## src/rtl/instr_fetch.sv

```systemverilog
// ---------------------------------------------------------------------------
// instr_fetch
//
// Instruction fetch stage placed directly before the opcode decoder. It owns
// the program counter, fetches one 16-bit word at a time from instruction
// memory over a req/ack handshake, and hands each word to the decoder over a
// valid/ready handshake. A branch redirect replaces the PC and squashes any
// fetch that is still in flight.
//
// Optional feature (macro FETCH_STALL_CNT_EN):
//   When defined, adds output stall_cnt, a saturating count of cycles spent
//   waiting on memory (REQ/DRAIN without ack) or on the decoder (HOLD without
//   ready). Only rst_n clears it.
//
// Parameters:
//   PC_W      program counter / word address width
//   RESET_PC  PC value loaded on reset
//
// Ports:
//   clk            system clock, rising edge
//   rst_n          asynchronous active-low reset
//   imem_req       registered fetch request to instruction memory
//   imem_addr      word address of the current request
//   imem_ack       single-cycle ack; imem_rdata valid in the same cycle
//   imem_rdata     instruction word from memory
//   redirect_valid branch redirect pulse
//   redirect_pc    redirect target
//   instr_valid    instruction valid to decoder
//   instr_ready    decoder accepts instruction
//   instr_opcode   fetched instruction word
//   instr_pc       address the instruction was fetched from
//   stall_cnt      stall cycle counter (FETCH_STALL_CNT_EN only)
// ---------------------------------------------------------------------------
module instr_fetch #(
   parameter int              PC_W     = 16,
   parameter logic [PC_W-1:0] RESET_PC = '0
) (
   input  logic            clk,
   input  logic            rst_n,
   output logic            imem_req,
   output logic [PC_W-1:0] imem_addr,
   input  logic            imem_ack,
   input  logic [15:0]     imem_rdata,
   input  logic            redirect_valid,
   input  logic [PC_W-1:0] redirect_pc,
   output logic            instr_valid,
   input  logic            instr_ready,
   output logic [15:0]     instr_opcode,
   output logic [PC_W-1:0] instr_pc
`ifdef FETCH_STALL_CNT_EN
   ,
   output logic [15:0]     stall_cnt
`endif
);

   typedef enum logic [1:0] {
      ST_IDLE  = 2'd0,
      ST_REQ   = 2'd1,
      ST_HOLD  = 2'd2,
      ST_DRAIN = 2'd3
   } state_t;

   localparam logic [PC_W-1:0] PC_ONE = {{(PC_W-1){1'b0}}, 1'b1};

   state_t            state_q,      state_d;
   logic [PC_W-1:0]   pc_q,         pc_d;
   logic [PC_W-1:0]   drain_addr_q, drain_addr_d;
   logic              req_q,        req_d;
   logic              valid_q,      valid_d;
   logic [15:0]       opcode_q,     opcode_d;
   logic [PC_W-1:0]   ipc_q,        ipc_d;

   // State register
   always_ff @(posedge clk or negedge rst_n) begin
      if (!rst_n) begin
         state_q      <= ST_IDLE;
         pc_q         <= RESET_PC;
         drain_addr_q <= RESET_PC;
         req_q        <= 1'b0;
         valid_q      <= 1'b0;
         opcode_q     <= 16'h0000;
         ipc_q        <= '0;
      end else begin
         state_q      <= state_d;
         pc_q         <= pc_d;
         drain_addr_q <= drain_addr_d;
         req_q        <= req_d;
         valid_q      <= valid_d;
         opcode_q     <= opcode_d;
         ipc_q        <= ipc_d;
      end
   end

   // Next-state logic
   always_comb begin
      state_d      = state_q;
      pc_d         = pc_q;
      drain_addr_d = drain_addr_q;
      req_d        = req_q;
      valid_d      = valid_q;
      opcode_d     = opcode_q;
      ipc_d        = ipc_q;

      unique case (state_q)
         ST_IDLE: begin
            req_d   = 1'b1;
            state_d = ST_REQ;
         end
         ST_REQ: begin
            if (redirect_valid) begin
               if (imem_ack) begin
                  // Returned word belongs to the old path: drop it.
                  req_d   = 1'b0;
                  state_d = ST_IDLE;
               end else begin
                  // Memory still owes us a word; keep asking at the old
                  // address until it arrives, then throw it away.
                  drain_addr_d = pc_q;
                  state_d      = ST_DRAIN;
               end
            end else if (imem_ack) begin
               opcode_d = imem_rdata;
               ipc_d    = pc_q;
               valid_d  = 1'b1;
               pc_d     = pc_q + PC_ONE;
               req_d    = 1'b0;
               state_d  = ST_HOLD;
            end
         end
         ST_HOLD: begin
            if (redirect_valid) begin
               state_d = ST_IDLE;
            end else if (instr_ready) begin
               valid_d = 1'b0;
               req_d   = 1'b1;
               state_d = ST_REQ;
            end
         end
         ST_DRAIN: begin
            if (imem_ack) begin
               req_d   = 1'b0;
               state_d = ST_IDLE;
            end
         end
         default: begin
            req_d   = 1'b0;
            valid_d = 1'b0;
            state_d = ST_IDLE;
         end
      endcase

      // Redirect overrides whatever the state logic chose for pc/valid.
      if (redirect_valid) begin
         pc_d    = redirect_pc;
         valid_d = 1'b0;
      end
   end

   assign imem_req     = req_q;
   assign imem_addr    = (state_q == ST_DRAIN) ? drain_addr_q : pc_q;
   assign instr_valid  = valid_q;
   assign instr_opcode = opcode_q;
   assign instr_pc     = ipc_q;

`ifdef FETCH_STALL_CNT_EN
   logic [15:0] stall_q;
   logic        stall_inc;

   assign stall_inc = (((state_q == ST_REQ) || (state_q == ST_DRAIN)) && !imem_ack) ||
                      ((state_q == ST_HOLD) && !instr_ready);

   always_ff @(posedge clk or negedge rst_n) begin
      if (!rst_n) begin
         stall_q <= 16'h0000;
      end else if (stall_inc && (stall_q != 16'hFFFF)) begin
         stall_q <= stall_q + 16'd1;
      end
   end

   assign stall_cnt = stall_q;
`endif

endmodule

```

## config.mk

```make
export PLATFORM = sky130hd
export DESIGN_NAME = instr_fetch
export DESIGN_NICKNAME = d
export VERILOG_FILES = /design/src/rtl/instr_fetch.sv
export SDC_FILE = /design/constraint.sdc
export NUM_CORES = 1
export LEC_CHECK = 0
export ABC_CLOCK_PERIOD_IN_PS = 1400
export BUFFER_PORTS_ARGS = -buffer_cell sky130_fd_sc_hd__buf_4
export CAP_MARGIN = 0
export CORE_MARGIN = 3
export CORE_UTILIZATION = 47
export DETAILED_ROUTE_END_ITERATION = 10
export PLACE_DENSITY = 0.76
export SLEW_MARGIN = 20
export SYNTH_ARGS = -nofsm -noshare
export SYNTH_HDL_FRONTEND = slang
export SYNTH_SLANG_ARGS = --single-unit
```

## constraint.sdc

```tcl
create_clock -name clk -period 1.4 [get_ports clk]
set_input_delay 0.14 -clock clk [delete_from_list [all_inputs] [get_ports clk]]
set_output_delay 0.14 -clock clk [all_outputs]
set_load 0.05 [all_outputs]
```

==> results of run 1 <==
[kinds of logic (layout without fill, tap and decap cells)]
kind of cell | count (synthesis) | count (layout) | synth area share
adder cells (fa/ha/maj) | 1 | 1 | 0.00398
buffers and inverters | 20 | 161 | 0.0322
AND/OR/NAND/NOR | 56 | 56 | 0.107
multiplexers | 69 | 69 | 0.246
XOR/XNOR | 13 | 13 | 0.0362
flip-flops | 68 | 68 | 0.541
AO/OA/AOI/OAI | 20 | 20 | 0.0338
[cell usage after synthesis, types with 2 or more instances]
library cell   n  area share
nand3_1        3      0.0048
nor2_1         5      0.0060
nand2_1       20       0.024
o21ai_0       13       0.021
nor4_2         5       0.020
mux2_2        66        0.24
buf_2          6      0.0095
nor4_1         3      0.0060
nor3_1         4      0.0064
a21oi_1        2      0.0032
xnor2_1        9       0.025
dfrtp_1       68        0.54
o21ai_1        3      0.0048
nor2b_1        5      0.0099
buf_4          5       0.012
mux2i_1        2      0.0064
inv_1          5      0.0060
nand4_1        4      0.0080
clkbuf_1       3      0.0036
xor2_1         4       0.011
[worst reg2reg max path: stages, from the launching register on]
cell and delay [ns]:
dfrtp_1 0.41, buf_6 0.15, nand3b_1 0.23, nor2_4 0.27
buf_8 0.20, mux2_4 0.31
[worst min path at each step]
stage              startpoint                           end  slack (ns)  cells past startpoint
2_1_floorplan           rst_n   drain_addr_q[0]$_DFFE_PN0P_       -0.16                      0
3_3_place_gp            rst_n  instr_opcode[14]$_DFFE_PN0P_        0.17                      2
3_5_place_dp            rst_n   drain_addr_q[1]$_DFFE_PN0P_        0.17                      2
4_1_cts        redirect_pc[2]           pc_q[2]$_DFFE_PN0P_       0.002                      3
5_1_grt        redirect_pc[2]           pc_q[2]$_DFFE_PN0P_       0.006                      3
6_report       redirect_pc[2]           pc_q[2]$_DFFE_PN0P_        0.01                      3
[per-layer routing]
metal,up-vias,wire (um),GRT usage
met1,1307,3800,0.301
li1,1140,-,-
met5,-,0,0
met2,89,4430,0.384
met3,20,496,0.0724
met4,0,163,0.0642
[state kept, by name (all words and copies together) (netlist names)]
register,cells
drain_addr_q,16
imem_req,1
instr_opcode,16
instr_pc,16
instr_valid,1
pc_q,16
state_q,2
[final cells by class]
type	count	area, um2
clock buffers	13	159
well taps	77	96.3
flip-flops and latches	68	1700
inverters	5	18.8
multi-input cells	159	1760
repair buffers	140	1300
clock inverters	3	21.3
fillers	352	1370
[stage by stage]
step           hold WS, ns  total power [W]  area (um2)
3_3_place_gp         0.174          0.00781        4270
2_1_floorplan       -0.156          0.00643        3300
4_1_cts            0.00204           0.0101        5010
3_5_place_dp         0.175          0.00793        4270
6_report            0.0103           0.0103        5060
5_1_grt            0.00554           0.0107        5060
[where the power goes]
part           switching [W]  leakage (nW)  total [W]  internal [W]
Clock               0.000777        0.0896    0.00152      0.000742
Combinational        0.00315          1.58    0.00558       0.00244
Sequential          0.000465         0.815    0.00316       0.00270
[timing repair]
action                                 CTS  global route
gates resized for setup                 95            33
hold buffers                             4             1
endpoints found under the hold margin   71             1
cloned                                   3             0
setup buffers                           11             4
pin swaps                               11            10
setup endpoints to repair               76            80
==> out/qor.csv, run 1 <==
stage,metric,value,unit
floorplanning,Initial Util,0.490,
critical_path,CP Depth,5,
route,drt first pass iters,4,
cts,Num CTS Buffers,9,
floorplanning,Die H,87.8,um
place,Port-buffer cells,86,
place,DP Cell Count,432,
synthesis,Syn Std Cell Area,0.00315,mm2
cts,H-tree depth,3,
critical_path,crit path kind,reg2out,
cts,clk sinks,68,
place,dpl ws,-0.153,ns
timing,Fin Setup TNS,-18.48,ns
final_layout,most frequent cells in the layout,"buf_4 (99), dfrtp_1 (67), mux2_4 (64), buf_6 (19), nand2_1 (18)",
floorplanning,CORE AREA,0.00642,mm2
critical_path,crit path max fanout,6,
timing,setup ws final,-0.336,ns
critical_path,Bufs and invs on worst path,3,
route,Routed WL,8900,um
cts,"CTS clk-pin slew, worst paths",0.07,ns
floorplanning,io pins,87,
pwr,worst vdd ir,1.75,mV
critical_path,worst-path cell chain,"buf_6, nand2_8, buf_12, mux2_4, buf_8",
synthesis,post-synthesis sequential area ratio,0.541,
synthesis,"Top FF cell, synth",dfrtp_1,
critical_path,reg2reg path depth,5,
route,Via density,5.50,
min_path,worst min path class,in2reg,
synthesis,"EDFF count, synth",0,
synthesis,Yosys cell types,32,
global_route,first-pass GRT wire length,13700,um
final_layout,final core occ,0.787,
place,routability cong.,0.805,
final_layout,Synth-to-Final Area Change,60.7,%
floorplanning,row cnt,29,
critical_path,RR Startpoint,state_q[1]$_DFFE_PN0P_,
floorplanning,DIE WIDTH,87.8,um
critical_path,"slowest stage delay, CP",0.41,ns
run_status,failing checks,negative setup slack,
global_route,largest net degree at the start of global routing,69,
final_layout,share of layout cells above drive strength 1,0.619,
synthesis,syn_area_per_cell,12.7,um2
timing,slew of the pin with the lowest slew margin,0.371,ns
final_layout,final std cells w/o fill,465,
global_route,grt ovf,0,
pwr,power per cell area,2030,mW/mm2
cts,CTS tree,built,
critical_path,Worst path slowest cell,dfrtp_1,
critical_path,worst reg2reg path endpoint,instr_opcode[11]$_DFFE_PN0P_,
global_route,initial antenna violation count,0,
timing,f_max,0.576,GHz
timing,pins over their slew limit,0,
route,Via Count,2556,
critical_path,Worst EP required,1.26,ns
critical_path,CP arrival,1.60,ns
critical_path,r2r setup slk,-0.28,ns
global_route,all-layer global routing usage,0.234,
critical_path,Startpoint Class,register,
timing,RSZ-0062 raised after global routing,yes,
timing,Setup Viol. Count Final,76,
cts,CTS Buffer Depth,2,
critical_path,CP top delay family,buffers and inverters,
pwr,leakage,2.48,nW
synthesis,synthesized net count,285,
critical_path,CP startpoint,state_q[1]$_DFFE_PN0P_,
timing,Tcrit/Tclk final,1.24,
timing,slew margin rel.,0.752,
route,DRC,0,
final_layout,Ant. Diodes,0,
cts,CTS root buffer,clkbuf_8,
critical_path,Setup crit end,imem_addr[4],
synthesis,Async SR Flop Fraction,1.00,
flow_run,max-cap violations,0,
route,DR WL/cell,19.1,um
timing,final hold vios,0,
timing,skew final,0.0180,ns
floorplanning,DIE AREA,0.00771,mm2
synthesis,Yosys Warn Count,0,
synthesis,Mapped Cells,247,
route,First DRT Iteration DRCs,129,
critical_path,crit path capture type,output port,
timing,Tmin final,1.74,ns
final_layout,Post-layout nets,421,
route,Antenna Violating Nets Remaining,0,
run_status,status,"complete, but fails checks",
final_layout,"commonest non-fill, non-tap cell in the layout",buf_4,
cts,worst-skew pair later-pin latency,0.35,ns
synthesis,#FFs+latches synth,68,
place,Final HPWL DP,5190,um
global_route,vias in the first global route,2714,
Note: power is estimated with default switching activity, not from simulation.
==> run 2, diff against run 1 <==
ABC_CLOCK_PERIOD_IN_PS = 1800   (was 1400)
CORE_UTILIZATION = 50   (was 47)
PLACE_DENSITY = 0.77   (was 0.76)
clock period = 1.8 ns   (was 1.4 ns; I/O delays follow)
==> run 2 against run 1 <==
- the run now ends clean
- first-iteration DRC count down 19%
- worst setup slack better by 0.37 ns
- non-clock buffer count down 31
- clock power down 11%
- critical path type unchanged
- critical endpoint is now imem_addr[3]
- largest power group unchanged
==> out/qor.csv, run 2 (synthesized netlist as in run 1, its figures left out) <==
stage,metric,value,unit,change
run_status,status,completed,,"was complete, but fails checks"
global_route,all-layer global routing usage,0.196,,was 0.234
cts,worst-skew pair later-pin latency,0.34,ns,was 0.35 ns
flow_run,max-cap violations,0,,unchanged
global_route,first-pass GRT wire length,11100,um,was 13700 um
timing,final hold vios,0,,unchanged
critical_path,Startpoint Class,register,,unchanged
final_layout,Post-layout nets,390,,was 421
route,DRC,0,,unchanged
cts,CTS root buffer,clkbuf_8,,unchanged
place,DP Cell Count,411,,was 432
floorplanning,CORE AREA,0.00599,mm2,was 0.00642 mm2
route,Antenna Violating Nets Remaining,0,,unchanged
cts,H-tree depth,3,,unchanged
floorplanning,io pins,87,,unchanged
critical_path,crit path capture type,output port,,unchanged
timing,Min Hold Slack,0.0447,ns,was 0.0103 ns
pwr,leakage,1.93,nW,was 2.48 nW
floorplanning,Die H,85.3,um,was 87.8 um
place,routability cong.,0.848,,was 0.805
route,drt first pass iters,4,,unchanged
route,Routed WL,6770,um,was 8900 um
final_layout,"commonest non-fill, non-tap cell in the layout",buf_4,,unchanged
pwr,power per cell area,1710,mW/mm2,was 2030 mW/mm2
pwr,worst vdd ir,1.23,mV,was 1.75 mV
route,Via density,5.25,,was 5.50
final_layout,most frequent cells in the layout,"buf_4 (103), dfrtp_1 (68), mux2_2 (66), nand2_1 (19), o21ai_0 (13)",,"was buf_4 (99), dfrtp_1 (67), mux2_4 (64), buf_6 (19), nand2_1 (18)"
timing,Tcrit/Tclk final,0.981,,
timing,slew margin rel.,0.723,,was 0.752
cts,"CTS clk-pin slew, worst paths",0.07,ns,about the same
place,Port-buffer cells,86,,unchanged
pwr,Total Power,0.00727,W,was 0.0103 W
global_route,grt ovf,0,,unchanged
timing,Setup Viol. Count Final,0,,was 76
global_route,vias in the first global route,2327,,was 2714
cts,clk sinks,68,,unchanged
critical_path,crit path max fanout,5,,was 6
route,First DRT Iteration DRCs,105,,was 129
floorplanning,DIE WIDTH,85.3,um,was 87.8 um
route,Via Count,2270,,was 2556
global_route,initial antenna violation count,0,,unchanged
critical_path,CP arrival,1.59,ns,was 1.60 ns
final_layout,final std cells w/o fill,432,,was 465
timing,slew of the pin with the lowest slew margin,0.414,ns,was 0.371 ns
place,dpl ws,0.144,ns,was -0.153 ns
critical_path,crit path kind,reg2out,,unchanged
place,Final HPWL DP,4840,um,was 5190 um
critical_path,Worst EP required,1.62,ns,was 1.26 ns
global_route,largest net degree at the start of global routing,33,,was 69
timing,pins over their slew limit,0,,unchanged
route,DR WL/cell,15.7,um,was 19.1 um
floorplanning,row cnt,28,,was 29
timing,setup ws final,0.0348,ns,was -0.336 ns
floorplanning,Initial Util,0.525,,was 0.490
timing,skew final,0.00768,ns,was 0.0180 ns
timing,f_max,0.566,GHz,
floorplanning,DIE AREA,0.00728,mm2,was 0.00771 mm2
final_layout,Ant. Diodes,0,,unchanged
cts,Num CTS Buffers,9,,unchanged
final_layout,final core occ,0.711,,was 0.787
timing,Tmin final,1.77,ns,
final_layout,share of layout cells above drive strength 1,0.563,,was 0.619
min_path,worst min path class,in2reg,,unchanged
cts,CTS Buffer Depth,2,,unchanged
final_layout,Synth-to-Final Area Change,35.3,%,was 60.7%
cts,CTS tree,built,,unchanged
run 2: cell types whose count changed in the layout (fill, tap and decap cells not counted), moves of 5 or more:
| cell | before | now |
|---|---|---|
| mux2_4 | 64 | 0 |
| mux2_2 | 3 | 66 |
| buf_6 | 19 | 3 |
| buf_8 | 11 | 0 |
| nor4_2 | 0 | 6 |
| nor4_4 | 7 | 1 |
| o21ai_0 | 8 | 13 |
| o21ai_1 | 8 | 3 |
run 2: final cells by class:
type	count	area, um2
Clock buffer	9	124
Inverter	5	18.8
Clock inverter	7	91.3
Multi-Input combinational cell	159	1370
Fill cell	447	1730
Timing Repair Buffer	109	857
Tap cell	75	93.8
Sequential cell	68	1700
run 2: power breakdown:
group | total (W) | internal, W | switching, W
clock | 0.00135 | 0.000774 | 0.000573
sequential | 0.00241 | 0.00209 | 0.000318
combinational | 0.00351 | 0.00129 | 0.00222
run 2: worst max-delay path, cell delays in order (launching register included):
cell and delay [ns]:
dfrtp_1 0.41, nand2_2 0.13, buf_6 0.15, mux2_2 0.35
buf_4 0.19
run 2: metrics by stage:
step                TNS, ns  area (um2)
floorplan                 0        3150
global placement          0        3970
detailed placement        0        3970
CTS                       0        4210
global route         -0.138        4260
finish                    0        4260
run 2: routing by layer:
layer  wire, um  vias up  track usage
met3        411       13       0.0631
li1           -     1090            -
met1       2980     1102        0.260
met5          0        -            0
met2       3270       65        0.303
met4        110        0       0.0719
run 2: path summary, 6_finish.rpt:
check | start | to | slack, ns | cells past startpoint
min in group asynchronous | rst_n | instr_opcode[0]$_DFFE_PN0P_ | 0.31 | 2
setup / recovery | state_q[0]$_DFFE_PN0P_ | imem_addr[3] | 0.03 | 4
setup reg to reg | state_q[1]$_DFFE_PN0P_ | pc_q[14]$_DFFE_PN0P_ | 0.10 | 6
hold / removal | redirect_pc[11] | pc_q[11]$_DFFE_PN0P_ | 0.04 | 3
hold reg to reg | instr_pc[0]$_DFFE_PN0P_ | instr_pc[0]$_DFFE_PN0P_ | 0.50 | 1
max in group asynchronous | rst_n | instr_pc[1]$_DFFE_PN0P_ | 0.99 | 3
run 2: timing repair:
| action | 4_1_cts | 5_1_grt |
|---|---|---|
| hold buffers | 1 | 0 |
| cloned | 0 | 1 |
| buffers inserted | 2 | 1 |
| resized for setup | 1 | 8 |
| pin swaps | 0 | 1 |
| endpoints found under the setup margin | 11 | 18 |
| hold endpoints to repair | 30 | 0 |
